==> src/rtl/fft_pkg.sv <==
// Shared FFT constants and the twiddle sequencer state encoding.
// Defaults describe a 1024-point radix-2 in-place DIT transform.
package fft_pkg;
    localparam int LOG2N      = 10;
    localparam int ADDR_WIDTH = LOG2N - 1;
    localparam int DATA_WIDTH = 48;

    typedef enum logic [2:0] {
        ST_IDLE  = 3'd0,
        ST_RUN   = 3'd1,
        ST_GAP   = 3'd2,
        ST_FLUSH = 3'd3,
        ST_DONE  = 3'd4
    } seq_state_e;
endpackage

==> src/rtl/twiddle_sequencer.sv <==
// Walks all radix-2 DIT butterflies, driving the twiddle ROM address and the pair indices.
// Pair indices are valid one cycle after an issue, aligned with ROM data; bfly_ready low holds every issue register.
module twiddle_sequencer
    import fft_pkg::*;
#(
    parameter int LOG2N      = fft_pkg::LOG2N,
    parameter int ADDR_WIDTH = fft_pkg::ADDR_WIDTH,
    parameter int STAGE_GAP  = 4
) (
    input  logic                  clk,
    input  logic                  rst_n,
    input  logic                  start,
    input  logic                  bfly_ready,
    output logic [ADDR_WIDTH-1:0] tw_addr,
    output logic                  issue_valid,
    output logic [LOG2N-1:0]      idx_a,
    output logic [LOG2N-1:0]      idx_b,
    output logic [3:0]            stage,
    output logic                  pair_valid,
    output logic                  busy,
    output logic                  done
);
    localparam int GW = (STAGE_GAP > 1) ? $clog2(STAGE_GAP) : 1;

    seq_state_e            state, state_next;
    logic [3:0]            s;
    logic [ADDR_WIDTH-1:0] j;
    logic [GW-1:0]         gap_cnt;

    logic                  fire;
    logic                  last_j, last_s, gap_last;
    logic [ADDR_WIDTH-1:0] hmask, pos, grp, pos_next, tw_next;
    logic [3:0]            tw_shift;
    logic [LOG2N-1:0]      cur_a, cur_b;

    assign last_j   = (j == {ADDR_WIDTH{1'b1}});
    assign last_s   = (s == 4'(LOG2N - 1));
    assign gap_last = (gap_cnt == GW'(STAGE_GAP - 1));
    assign fire     = issue_valid & bfly_ready;

    // h-1 wraps to all ones on the final stage, where every j is its own position.
    assign hmask    = (ADDR_WIDTH'(1) << s) - ADDR_WIDTH'(1);
    assign pos      = j & hmask;
    assign grp      = j >> s;
    assign cur_a    = (LOG2N'(grp) << (s + 4'd1)) | LOG2N'(pos);
    assign cur_b    = cur_a + (LOG2N'(1) << s);
    assign tw_shift = 4'(LOG2N - 1) - s;
    assign pos_next = (j + ADDR_WIDTH'(1)) & hmask;
    assign tw_next  = pos_next << tw_shift;

    always_ff @(posedge clk or negedge rst_n) begin
        if (!rst_n) state <= ST_IDLE;
        else        state <= state_next;
    end

    always_comb begin
        state_next  = state;
        issue_valid = 1'b0;
        busy        = 1'b0;
        done        = 1'b0;
        case (state)
            ST_IDLE: begin
                if (start) state_next = ST_RUN;
            end
            ST_RUN: begin
                issue_valid = 1'b1;
                busy        = 1'b1;
                if (bfly_ready && last_j) begin
                    if (last_s)              state_next = ST_FLUSH;
                    else if (STAGE_GAP != 0) state_next = ST_GAP;
                end
            end
            ST_GAP: begin
                busy = 1'b1;
                if (gap_last) state_next = ST_RUN;
            end
            ST_FLUSH: begin
                busy       = 1'b1;
                state_next = ST_DONE;
            end
            ST_DONE: begin
                done       = 1'b1;
                state_next = ST_IDLE;
            end
            default: state_next = ST_IDLE;
        endcase
    end

    // The next pair's ROM address is registered at issue time so the ROM
    // sees a stable address for as long as the butterfly unit stalls.
    always_ff @(posedge clk or negedge rst_n) begin
        if (!rst_n) begin
            s          <= '0;
            j          <= '0;
            gap_cnt    <= '0;
            tw_addr    <= '0;
            idx_a      <= '0;
            idx_b      <= '0;
            stage      <= '0;
            pair_valid <= 1'b0;
        end else begin
            pair_valid <= fire;
            if (fire) begin
                idx_a <= cur_a;
                idx_b <= cur_b;
                stage <= s;
            end
            case (state)
                ST_IDLE: begin
                    if (start) begin
                        s       <= '0;
                        j       <= '0;
                        gap_cnt <= '0;
                        tw_addr <= '0;
                    end
                end
                ST_RUN: begin
                    if (fire) begin
                        if (last_j) begin
                            j       <= '0;
                            tw_addr <= '0;
                            gap_cnt <= '0;
                            if (!last_s && STAGE_GAP == 0) s <= s + 4'd1;
                        end else begin
                            j       <= j + ADDR_WIDTH'(1);
                            tw_addr <= tw_next;
                        end
                    end
                end
                ST_GAP: begin
                    if (gap_last) begin
                        s       <= s + 4'd1;
                        gap_cnt <= '0;
                    end else begin
                        gap_cnt <= gap_cnt + GW'(1);
                    end
                end
                default: ;
            endcase
        end
    end
endmodule

==> config.mk <==
export PLATFORM = sky130hd
export DESIGN_NAME = twiddle_sequencer
export DESIGN_NICKNAME = d
export VERILOG_FILES = /design/src/rtl/fft_pkg.sv /design/src/rtl/twiddle_sequencer.sv
export SDC_FILE = /design/constraint.sdc
export NUM_CORES = 1
export LEC_CHECK = 0
export ABC_AREA = 1
export BUFFER_PORTS_ARGS = -buffer_cell sky130_fd_sc_hd__buf_2
export CAP_MARGIN = 40
export CORE_MARGIN = 10
export CORE_UTILIZATION = 60
export DETAILED_ROUTE_END_ITERATION = 10
export PLACE_DENSITY = 0.81
export SYNTH_ARGS = -nofsm -noshare
export SYNTH_HDL_FRONTEND = slang
export SYNTH_SLANG_ARGS = --single-unit
export TNS_END_PERCENT = 30
==> constraint.sdc <==
create_clock -name clk -period 6.9 [get_ports clk]
set_clock_uncertainty 0.15 [all_clocks]
set_input_delay 1.38 -clock clk [delete_from_list [all_inputs] [get_ports clk]]
set_output_delay 1.38 -clock clk [all_outputs]
set_load 0.005 [all_outputs]
# Word-level counts from Yosys, hierarchy flattened
# Index checks and enable logic that the tools add are counted.
[op_classes]
bitwise = 4
n_shift = 5
eq_ne = 12
muxes = 23
add_sub_neg = 6
reduce_logical = 10
[op_table]
columns = ["operator", "count"]
rows = [
  ["$mux W9", 5],
  ["$pmux W9 S2", 2],
  ["$and A9 B9 Y9", 2],
  ["$pmux W3 S4", 1],
  ["$add A10 B10 Y10", 1],
  ["$ne A2 B2 Y1 const B", 5],
  ["$or A10 B9 Y10", 1],
  ["$shl A1 B4 Y10 const A", 1],
  ["$shl A9 B4 Y10", 1],
  ["$add A9 B1 Y9 const B", 1],
  ["$eq A9 B9 Y1 const B", 1],
  ["$mux W3", 3],
  ["$reduce_and A3 Y1", 3],
  ["$shl A1 B4 Y9 const A", 1],
  ["$shl A9 B4 Y9", 1],
  ["$shr A9 B4 Y9", 1],
  ["$sub A9 B2 Y9 const B", 1],
  ["$mux W2", 4],
  ["$mux W4", 2],
  ["$pmux W4 S2", 1],
  ["$eq A3 B2 Y1 const B", 2],
  ["$pmux W2 S3", 1],
  ["$add A4 B1 Y4 const B", 1],
  ["$eq A4 B4 Y1 const B", 1],
  ["other kinds (13)", 17],
]
[totals]
word_cells = 69
reg_bits = 52
output_inout_bits = 37

# Longest topological paths before layout
# Gate-level depths: netlist of run 1.
[logic_depth]
word_depth = 7
ltp_mapped = 21

# Worst setup path after synthesis of run 1
# Ideal clock, no wire load.
[synth_path]
path_type = "reg-to-reg"
start = "reg s[1]"
end = "reg idx_b[9]"
path_slack_ns = 3.397
path_buffers = 3
required_ns = 6.633
period_less_slack_ns = 3.503
stages_incl_launch_ff = 21
arrival_time_ns = 3.236
cell_sequence = "dfrtp_1 -> buf_4 -> inv_4 -> buf_6 -> clkbuf_1 -> ha_1 -> inv_1 -> nor2_1 -> inv_1 -> ha_1 -> nand4_1 -> xor2_1 -> nand2_1 -> o21ai_1 -> ha_1 -> a21oi_1 -> o21bai_1 -> a21oi_1 -> nand3_1 -> nand3_1 -> nand2_1"
[synth_via]
elab_chain_cells = 5
[synth_rtl]
columns = ["element", "line_no", "source"]
rows = [
  ["from (decl)", "twiddle_sequencer.sv:26", "logic [3:0] s;"],
  ["from (signal assigned)", "twiddle_sequencer.sv:123", "if (!last_s && STAGE_GAP == 0) s <= s + 4'd1;"],
  ["from (signal assigned)", "twiddle_sequencer.sv:132", "s <= s + 4'd1;"],
  ["$shl A1 B4 Y9", "twiddle_sequencer.sv:42", "assign hmask = (ADDR_WIDTH'(1) << s) - ADDR_WIDTH'(1);"],
  ["$sub A9 B2 Y9", "twiddle_sequencer.sv:42", ""],
  ["$and A9 B9 Y9", "twiddle_sequencer.sv:43", "assign pos = j & hmask;"],
  ["$or A10 B9 Y10 *", "twiddle_sequencer.sv:45", "assign cur_a = (LOG2N'(grp) << (s + 4'd1)) | LOG2N'(pos);"],
  ["via cur_a[6]", "twiddle_sequencer.sv:34", "logic [LOG2N-1:0] cur_a, cur_b;"],
  ["$add A10 B10 Y10 *", "twiddle_sequencer.sv:46", "assign cur_b = cur_a + (LOG2N'(1) << s);"],
  ["to (signal assigned)", "twiddle_sequencer.sv:105", "idx_b <= cur_b;"],
  ["to (decl)", "twiddle_sequencer.sv:17", "output logic [LOG2N-1:0] idx_b,"],
]
# The timed path passes the listed nets; every way through them passes the cells marked *.
# A chain may end at the register's enable or synchronous reset.

# Final worst setup path of run 1
[layout_path]
start = "reg s[0]"
end = "reg idx_b[8]"
# Same word-level chain as after synthesis.

==> run_results.csv, run 1 <==
group,metric,value,unit
cts,cts_setup_buffers,0,
timing,setup_viol,0,
synth,synth_edf_count,0,
timing,finalHoldViolCount,0,
synth,syn_inst,533,
synth,syn_area,3845,um^2
place,hpwl,8.057,mm
setup_path,crit_path_frequent_cell,"nand2_1",
setup_path,timing.critical_path.slowest_cell_delay,680,ps
die,die_x,100.1,um
synth,ys_seq_area_share,33.84,%
setup_path,crit_chain,"buf_4 > inv_2 > ha_1 > clkinv_1 > nand2_1 > a21oi_1 > a221o_1 > ha_1 > a21oi_1 > o21bai_1 > a21oi_1 > nand2_1 > nand2_1 > nand3_1 > nand2_1",
cts,ctsResizeCount,0,
global_routing,grt_pass1_wl,17.11,mm
final_layout,synthToLayoutAreaGrowth,9.046,%
final_layout,multi_input_area,2192,um^2
status,status,"finished clean",
setup_path,critPathArrivalTime,4180,ps
route,wl,10.46,mm
timing,tns,0,ps
timing,final.period_utilization,58.89,%
route,drtPass1Iterations,5,
cts,cts_made_buffers,5,
timing,maxSlewViolCount,0,
die,fp.dieArea,10010,um^2
setup_path,cp_slowest_cell,"dfrtp_1",
synth,async_flop_share,100.0,%
final_layout,fillCellCount,565,
setup_path,path_class,"flop to flop",
setup_path,r2r_slack,2840,ps
cts,path_clk_slew,100,ps
setup_path,r2r_start,"s[0]",
place,dp_cells,636,
route,ant_nets,0,
final_layout,register_area,1301,um^2
setup_path,setup.worst_path.start,"s[0]",
route,drtIter0Drc,271,
timing,rsz0062_at_grt,"no",
final_layout,final_cells,644,
power_and_ir_drop,power_frac_comb,47.8,%
timing,clock.fmax,0.2461,GHz
power_and_ir_drop,intPower,0.0007000,W
final_layout,drive_above_1_share,16.05,%
route,route.detailed.drc,0,
cts,clk_latency,320,ps
cts,cts_tree,"yes",
place,gp_congestion,1.033,
synth,synth.avg_cell_area,7.214,um^2
cts,htree_levels,2,
place,placedInstanceArea,4071,um^2
timing,tightest_slew,739.2,ps
setup_path,crit_required,7020,ps
cts,clock_sinks,52,
setup_path,end_kind,"flop",
setup_path,crit_family,"adder cells",
power_and_ir_drop,p_leak,2.217,nW
setup_path,path_buf_inv,3,
place,dp_worst_setup_slack,2916,ps
setup_path,worstSetupStartpointType,"flop",
power_and_ir_drop,p_per_area,303.3,nW/um^2
cts,holdBufCountCts,0,
die,ios,41,
timing,max_slew_margin,50.72,%
setup_path,cp_max_fo,27,
flow_run,max-cap-violations,0,
timing,finalCriticalPeriod,4063,ps
power_and_ir_drop,power.total,0.001271,W
setup_path,crit_cells,15,
global_routing,grt_max_degree,53,
synth,ys.flop_type,"dfrtp_1",
power_and_ir_drop,swShare,44.95,%
cts,clockBufferDepth,2,
power_and_ir_drop,irDropWorstVdd,0.0002524,V
route,wire_per_inst,16.24,um
global_routing,grt_remaining_overflow,0,
die,placementRows,29,
synth,yosysWarnings,0,
cts,clockRootBuffer,"clkbuf_8",
synth,ys_seq_elements,52,
global_routing,first_global_vias,3422,
die,core,6277,um^2
power_and_ir_drop,p_seq_share,34.2,%
synth,ys_types,43,
final_layout,antennaDiodeCount,0,
place,port_buffers,40,
timing,worst_slack,2837,ps
setup_path,critical_path.endpoint,"idx_b[8]",
route,vias,3736,
setup_path,timing.rr.end,"idx_b[8]",
final_layout,nNetsFinal,591,
setup_path,reg2reg_depth,15,
die,dieHeight,100.1,um
global_routing,antenna_found_initial,1,
final_layout,design_area,4193,um^2
synth,synth_nets,558,
route,via_per_inst,5.801,
hold_path,hp-class,"flop to flop",
global_routing,grt_usage,20.76,%
power_and_ir_drop,p_switching,0.0005715,W
die,start_util,61.25,%
power_and_ir_drop,clock_power_share,18.0,%
metrics by stage:
| stage | hold WS [ps] | utilization (%) |
|---|---|---|
| after detailed placement | 308.2 | 64.86 |
| after global placement | 304.0 | 64.42 |
| after floorplan | 313.9 | - |
| final | 331.3 | 66.79 |
| after CTS | 336.5 | 66.79 |
| after global routing | 353.6 | 66.79 |
registers in the layout, summed over array words and instances (netlist names):
signal and cells:
gap_cnt 2, state 3, pair_valid 1, idx_a 10, j 9, idx_b 10
s 4, tw_addr 9, stage 4
cell type report:
class	count	area share, %
flip-flops and latches	52	31.04
inverters	63	5.700
clock buffers	6	1.970
clock inverters	2	0.9251
multi-input cells	401	52.28
well taps	77	2.298
repair buffers	43	5.789
how the worst min path moves through the flow:
| stage | from | end | slack (ps) | cells after the start |
|---|---|---|---|---|
| floorplan | gap_cnt[0] | gap_cnt[0] | 310 | 1 |
| global placement | idx_b[1] | idx_b[1] | 300 | 2 |
| detailed placement | idx_b[1] | idx_b[1] | 310 | 2 |
| CTS | idx_a[8] | idx_a[8] | 340 | 2 |
| global route | idx_b[6] | idx_b[6] | 350 | 2 |
| finish | idx_a[8] | idx_a[8] | 330 | 2 |
worst register-to-register path, delay by kind of cell, from the launching register on:
kind	cells	cell delay, ps
fa+ha+maj	2	940
compound gates	5	910
simple gates	5	440
flops	1	680
buf+inv	3	880
cell families after synthesis:
| kind of cell | count (synthesis) | share of synthesized area, % |
|---|---|---|
| compound gates | 87 | 13.47 |
| xor+xnor | 12 | 2.734 |
| fa+ha+maj | 21 | 7.029 |
| buf+inv | 80 | 9.144 |
| flops | 52 | 33.84 |
| mux | 3 | 0.7810 |
| simple gates | 278 | 33.00 |
power groups by stage:
stage,clock (W),sequential (W),combinational (W)
global placement,0,0.000439,0.000580
global route,0.000240,0.000445,0.000683
CTS,0.000232,0.000434,0.000603
floorplan,0,0.000432,0.000407
finish,0.000228,0.000435,0.000608
detailed placement,0,0.000439,0.000599
synthesized netlist by cell type (all sizes together) (2+ instances only):
library cell / instances / area [um^2]
nand4: 4 / 25.02
xor2: 9 / 78.83
o31ai: 3 / 27.52
clkinv: 3 / 11.26
nor2: 36 / 162.7
a21oi: 11 / 55.05
mux2i: 3 / 30.03
or2: 2 / 12.51
nand2: 162 / 635.6
o221ai: 2 / 17.52
a31oi: 3 / 18.77
nor3: 11 / 65.06
nand3: 62 / 360.4
o21ai: 44 / 224.0
o21bai: 4 / 30.03
inv: 60 / 227.7
o22ai: 11 / 68.82
buf: 10 / 86.32
clkbuf: 7 / 26.28
ha: 20 / 250.2
dfrtp: 52 / 1301
a21o: 2 / 15.01
o211ai: 2 / 15.01
xnor2: 3 / 26.28
metal layers:
metal,part of all wire (%),vias to the layer above,GRT usage [%]
met3,7.8,31,4.945
li1,-,1824,-
met5,0.076,-,0
met4,3.1,2,7.826
met2,44,185,31.81
met1,45,1694,27.75
placed cells by master (no fill, tap or decap), types with 4 or more instances in the layout:
| cell type | n |
|---|---|
| dfrtp_1 | 52 |
| o22ai_1 | 11 |
| nor2_2 | 5 |
| a21oi_1 | 11 |
| o21bai_1 | 4 |
| inv_2 | 7 |
| nand2_1 | 151 |
| nor3_1 | 9 |
| nand3_1 | 52 |
| inv_1 | 52 |
| clkbuf_8 | 6 |
| nor2_1 | 29 |
| buf_2 | 40 |
| o21ai_1 | 11 |
| nand2_2 | 11 |
| ha_1 | 20 |
| o21ai_0 | 32 |
| nand3_2 | 10 |
| xor2_1 | 9 |
| nand4_1 | 4 |
(Power assumes the default switching activity.)
==> inputs of run 2 (changes only) <==
- CORE_UTILIZATION: 60 -> 54
- PLACE_DENSITY: 0.81 -> 0.77
- clock period: 6.9 -> 3.6 ns (I/O delays scaled with it)
==> run 2 against run 1 <==
Compared with the run above:
- clock-buffer cell count unchanged
- design area is 3.6% higher
- critical path depth is 3 higher
- core utilization shrank 3.6 points
- clock power grew 93%
- wire length rose by 3.5%
- total power up 94%
- first-iteration DRC count shrank 2.6%
- die area is 8.8% higher
- fmax is 22% higher
- sequential power up 91%
- non-clock buffer count is 15 higher
- critical path type unchanged
==> run_results.csv, run 2 (synthesis results as in run 1) <==
group,metric,value,unit
power_and_ir_drop,power.total,0.002472,W
route,drtIter0Drc,264,
setup_path,timing.critical_path.slowest_cell_delay,520,ps
final_layout,drive_above_1_share,18.73,%
cts,path_clk_slew,100,ps
timing,clock.fmax,0.2997,GHz
power_and_ir_drop,irDropWorstVdd,0.0004328,V
final_layout,fillCellCount,606,
setup_path,end_kind,"flop",
global_routing,met3_usage,4.399,%
cts,htree_levels,2,
status,status,"finished clean",
global_routing,antenna_found_initial,0,
setup_path,crit_path_frequent_cell,"nand2_2",
setup_path,crit_required,3660,ps
flow_run,max-cap-violations,0,
cts,clock_sinks,52,
timing,tns,0,ps
global_routing,met1_usage,25.61,%
die,placementRows,30,
power_and_ir_drop,p_leak,2.295,nW
die,fp.dieArea,10900,um^2
die,start_util,55.97,%
timing,finalCriticalPeriod,3337,ps
timing,tightest_slew,852.1,ps
global_routing,first_global_vias,3400,
setup_path,worstSetupStartpointType,"flop",
final_layout,nNetsFinal,606,
place,hpwl,8.528,mm
global_routing,grt_usage,19.35,%
setup_path,r2r_slack,260,ps
route,drtPass1Iterations,5,
die,dieHeight,104.4,um
die,ios,41,
timing,rsz0062_at_grt,"no",
route,wl,10.83,mm
setup_path,crit_chain,"nor2_4 > buf_4 > nand3_2 > nand3_2 > mux2i_1 > nor2_1 > nand2_1 > o22ai_1 > ha_1 > a21o_1 > nand2_2 > nand2_2 > nand2_2 > nand2_2 > nand2_1 > nand3_1 > nand3_1 > nand2_1",
place,dp_cells,670,
setup_path,critPathArrivalTime,3400,ps
final_layout,synthToLayoutAreaGrowth,12.98,%
cts,cts_setup_buffers,0,
timing,max_slew_margin,43.19,%
place,port_buffers,40,
route,vias,3762,
final_layout,final_cell_mix,"151 x nand2_1, 52 x inv_1, 52 x nand3_1, 52 x dfrtp_1, 40 x buf_2",
global_routing,grt_pass1_wl,17.53,mm
global_routing,gr-max-usage-layer,"met2",
place,gp_congestion,1.031,
hold_path,hold_depth,2,
hold_path,hp-class,"flop to flop",
final_layout,reg_top3,"idx_a (10), idx_b (10)",
global_routing,grt_max_degree,37,
die,core,6869,um^2
route,via_per_inst,5.549,
global_routing,grt_remaining_overflow,0,
route,wire_per_inst,15.97,um
setup_path,cp_slowest_cell,"dfrtp_1",
global_routing,met2_usage,29.86,%
die,die_x,104.4,um
final_layout,final_cells,678,
route,ant_nets,0,
setup_path,cp_max_fo,13,
cts,holdBufCountCts,0,
route,route.detailed.drc,0,
timing,setup_viol,0,
final_layout,final_common_cell,"nand2_1",
cts,clockBufferDepth,2,
final_layout,antennaDiodeCount,0,
setup_path,path_class,"flop to flop",
cts,cts_tree,"yes",
setup_path,reg2reg_depth,18,
power_and_ir_drop,p_per_area,569.1,nW/um^2
timing,maxSlewViolCount,0,
cts,clk_latency,310,ps
timing,timing.hold.ws,333.2,ps
timing,final.period_utilization,92.70,%
cts,cts_made_buffers,5,
cts,ctsResizeCount,0,
cts,clockRootBuffer,"clkbuf_8",
final_layout,final_util,63.24,%
timing,finalHoldViolCount,0,
## run 2: cell count changes in the layout (fill, tap and decap cells not counted)
cell	delta
a21oi_1	-1
buf_4	+15
o21ai_2	+1
o21ai_1	-1
xor2_2	+1
a21oi_2	+1
xor2_1	-1
## run 2: per-stage QoR
stage | worst slack [ps] | area [um^2]
6_report | 262.8 | 4344
5_1_grt | 8.142 | 4344
4_1_cts | 128.7 | 4329
3_5_place_dp | 163.6 | 4208
3_3_place_gp | 171.6 | 4180
2_1_floorplan | 96.68 | 3845
## run 2: final timing paths
check,from,end
setup / recovery,s[2],idx_b[7]
hold / removal,idx_b[6],idx_b[6]
setup reg to reg,s[2],idx_b[7]
hold reg to reg,idx_b[6],idx_b[6]
max in group asynchronous,rst_n,idx_a[0]
min in group asynchronous,rst_n,j[3]
## run 2: where the power goes
| part | internal, W | total [W] | leakage (nW) | switching [W] |
|---|---|---|---|---|
| combinational | 0.000419 | 0.00120 | 1.52 | 0.000785 |
| sequential | 0.000724 | 0.000829 | 0.709 | 0.000105 |
| clock | 0.000228 | 0.000439 | 0.0614 | 0.000211 |
## run 2: critical path, delay by kind of cell, from the launching register on
| kind | cells | cell delay, ps |
|---|---|---|
| simple gates | 13 | 1410 |
| flops | 1 | 520 |
| compound gates | 2 | 500 |
| fa+ha+maj | 1 | 320 |
| buf+inv | 1 | 210 |
| mux | 1 | 120 |
## run 2: per-layer routing
metal	vias up	routed length, um	share of wire, %
li1	1852	-	-
met1	1724	4959	46
met2	158	4806	44
met3	28	750	6.9
met4	0	314	2.9
met5	-	0	0
## run 2: layout make-up
class	instances	area (um^2)	share of cell area, %
well taps	96	120.1	2.765
multi-input cells	401	2207	50.81
repair buffers	58	355.3	8.180
inverters	63	239.0	5.501
clock inverters	2	38.79	0.8929
clock buffers	6	82.58	1.901
flip-flops and latches	52	1301	29.95
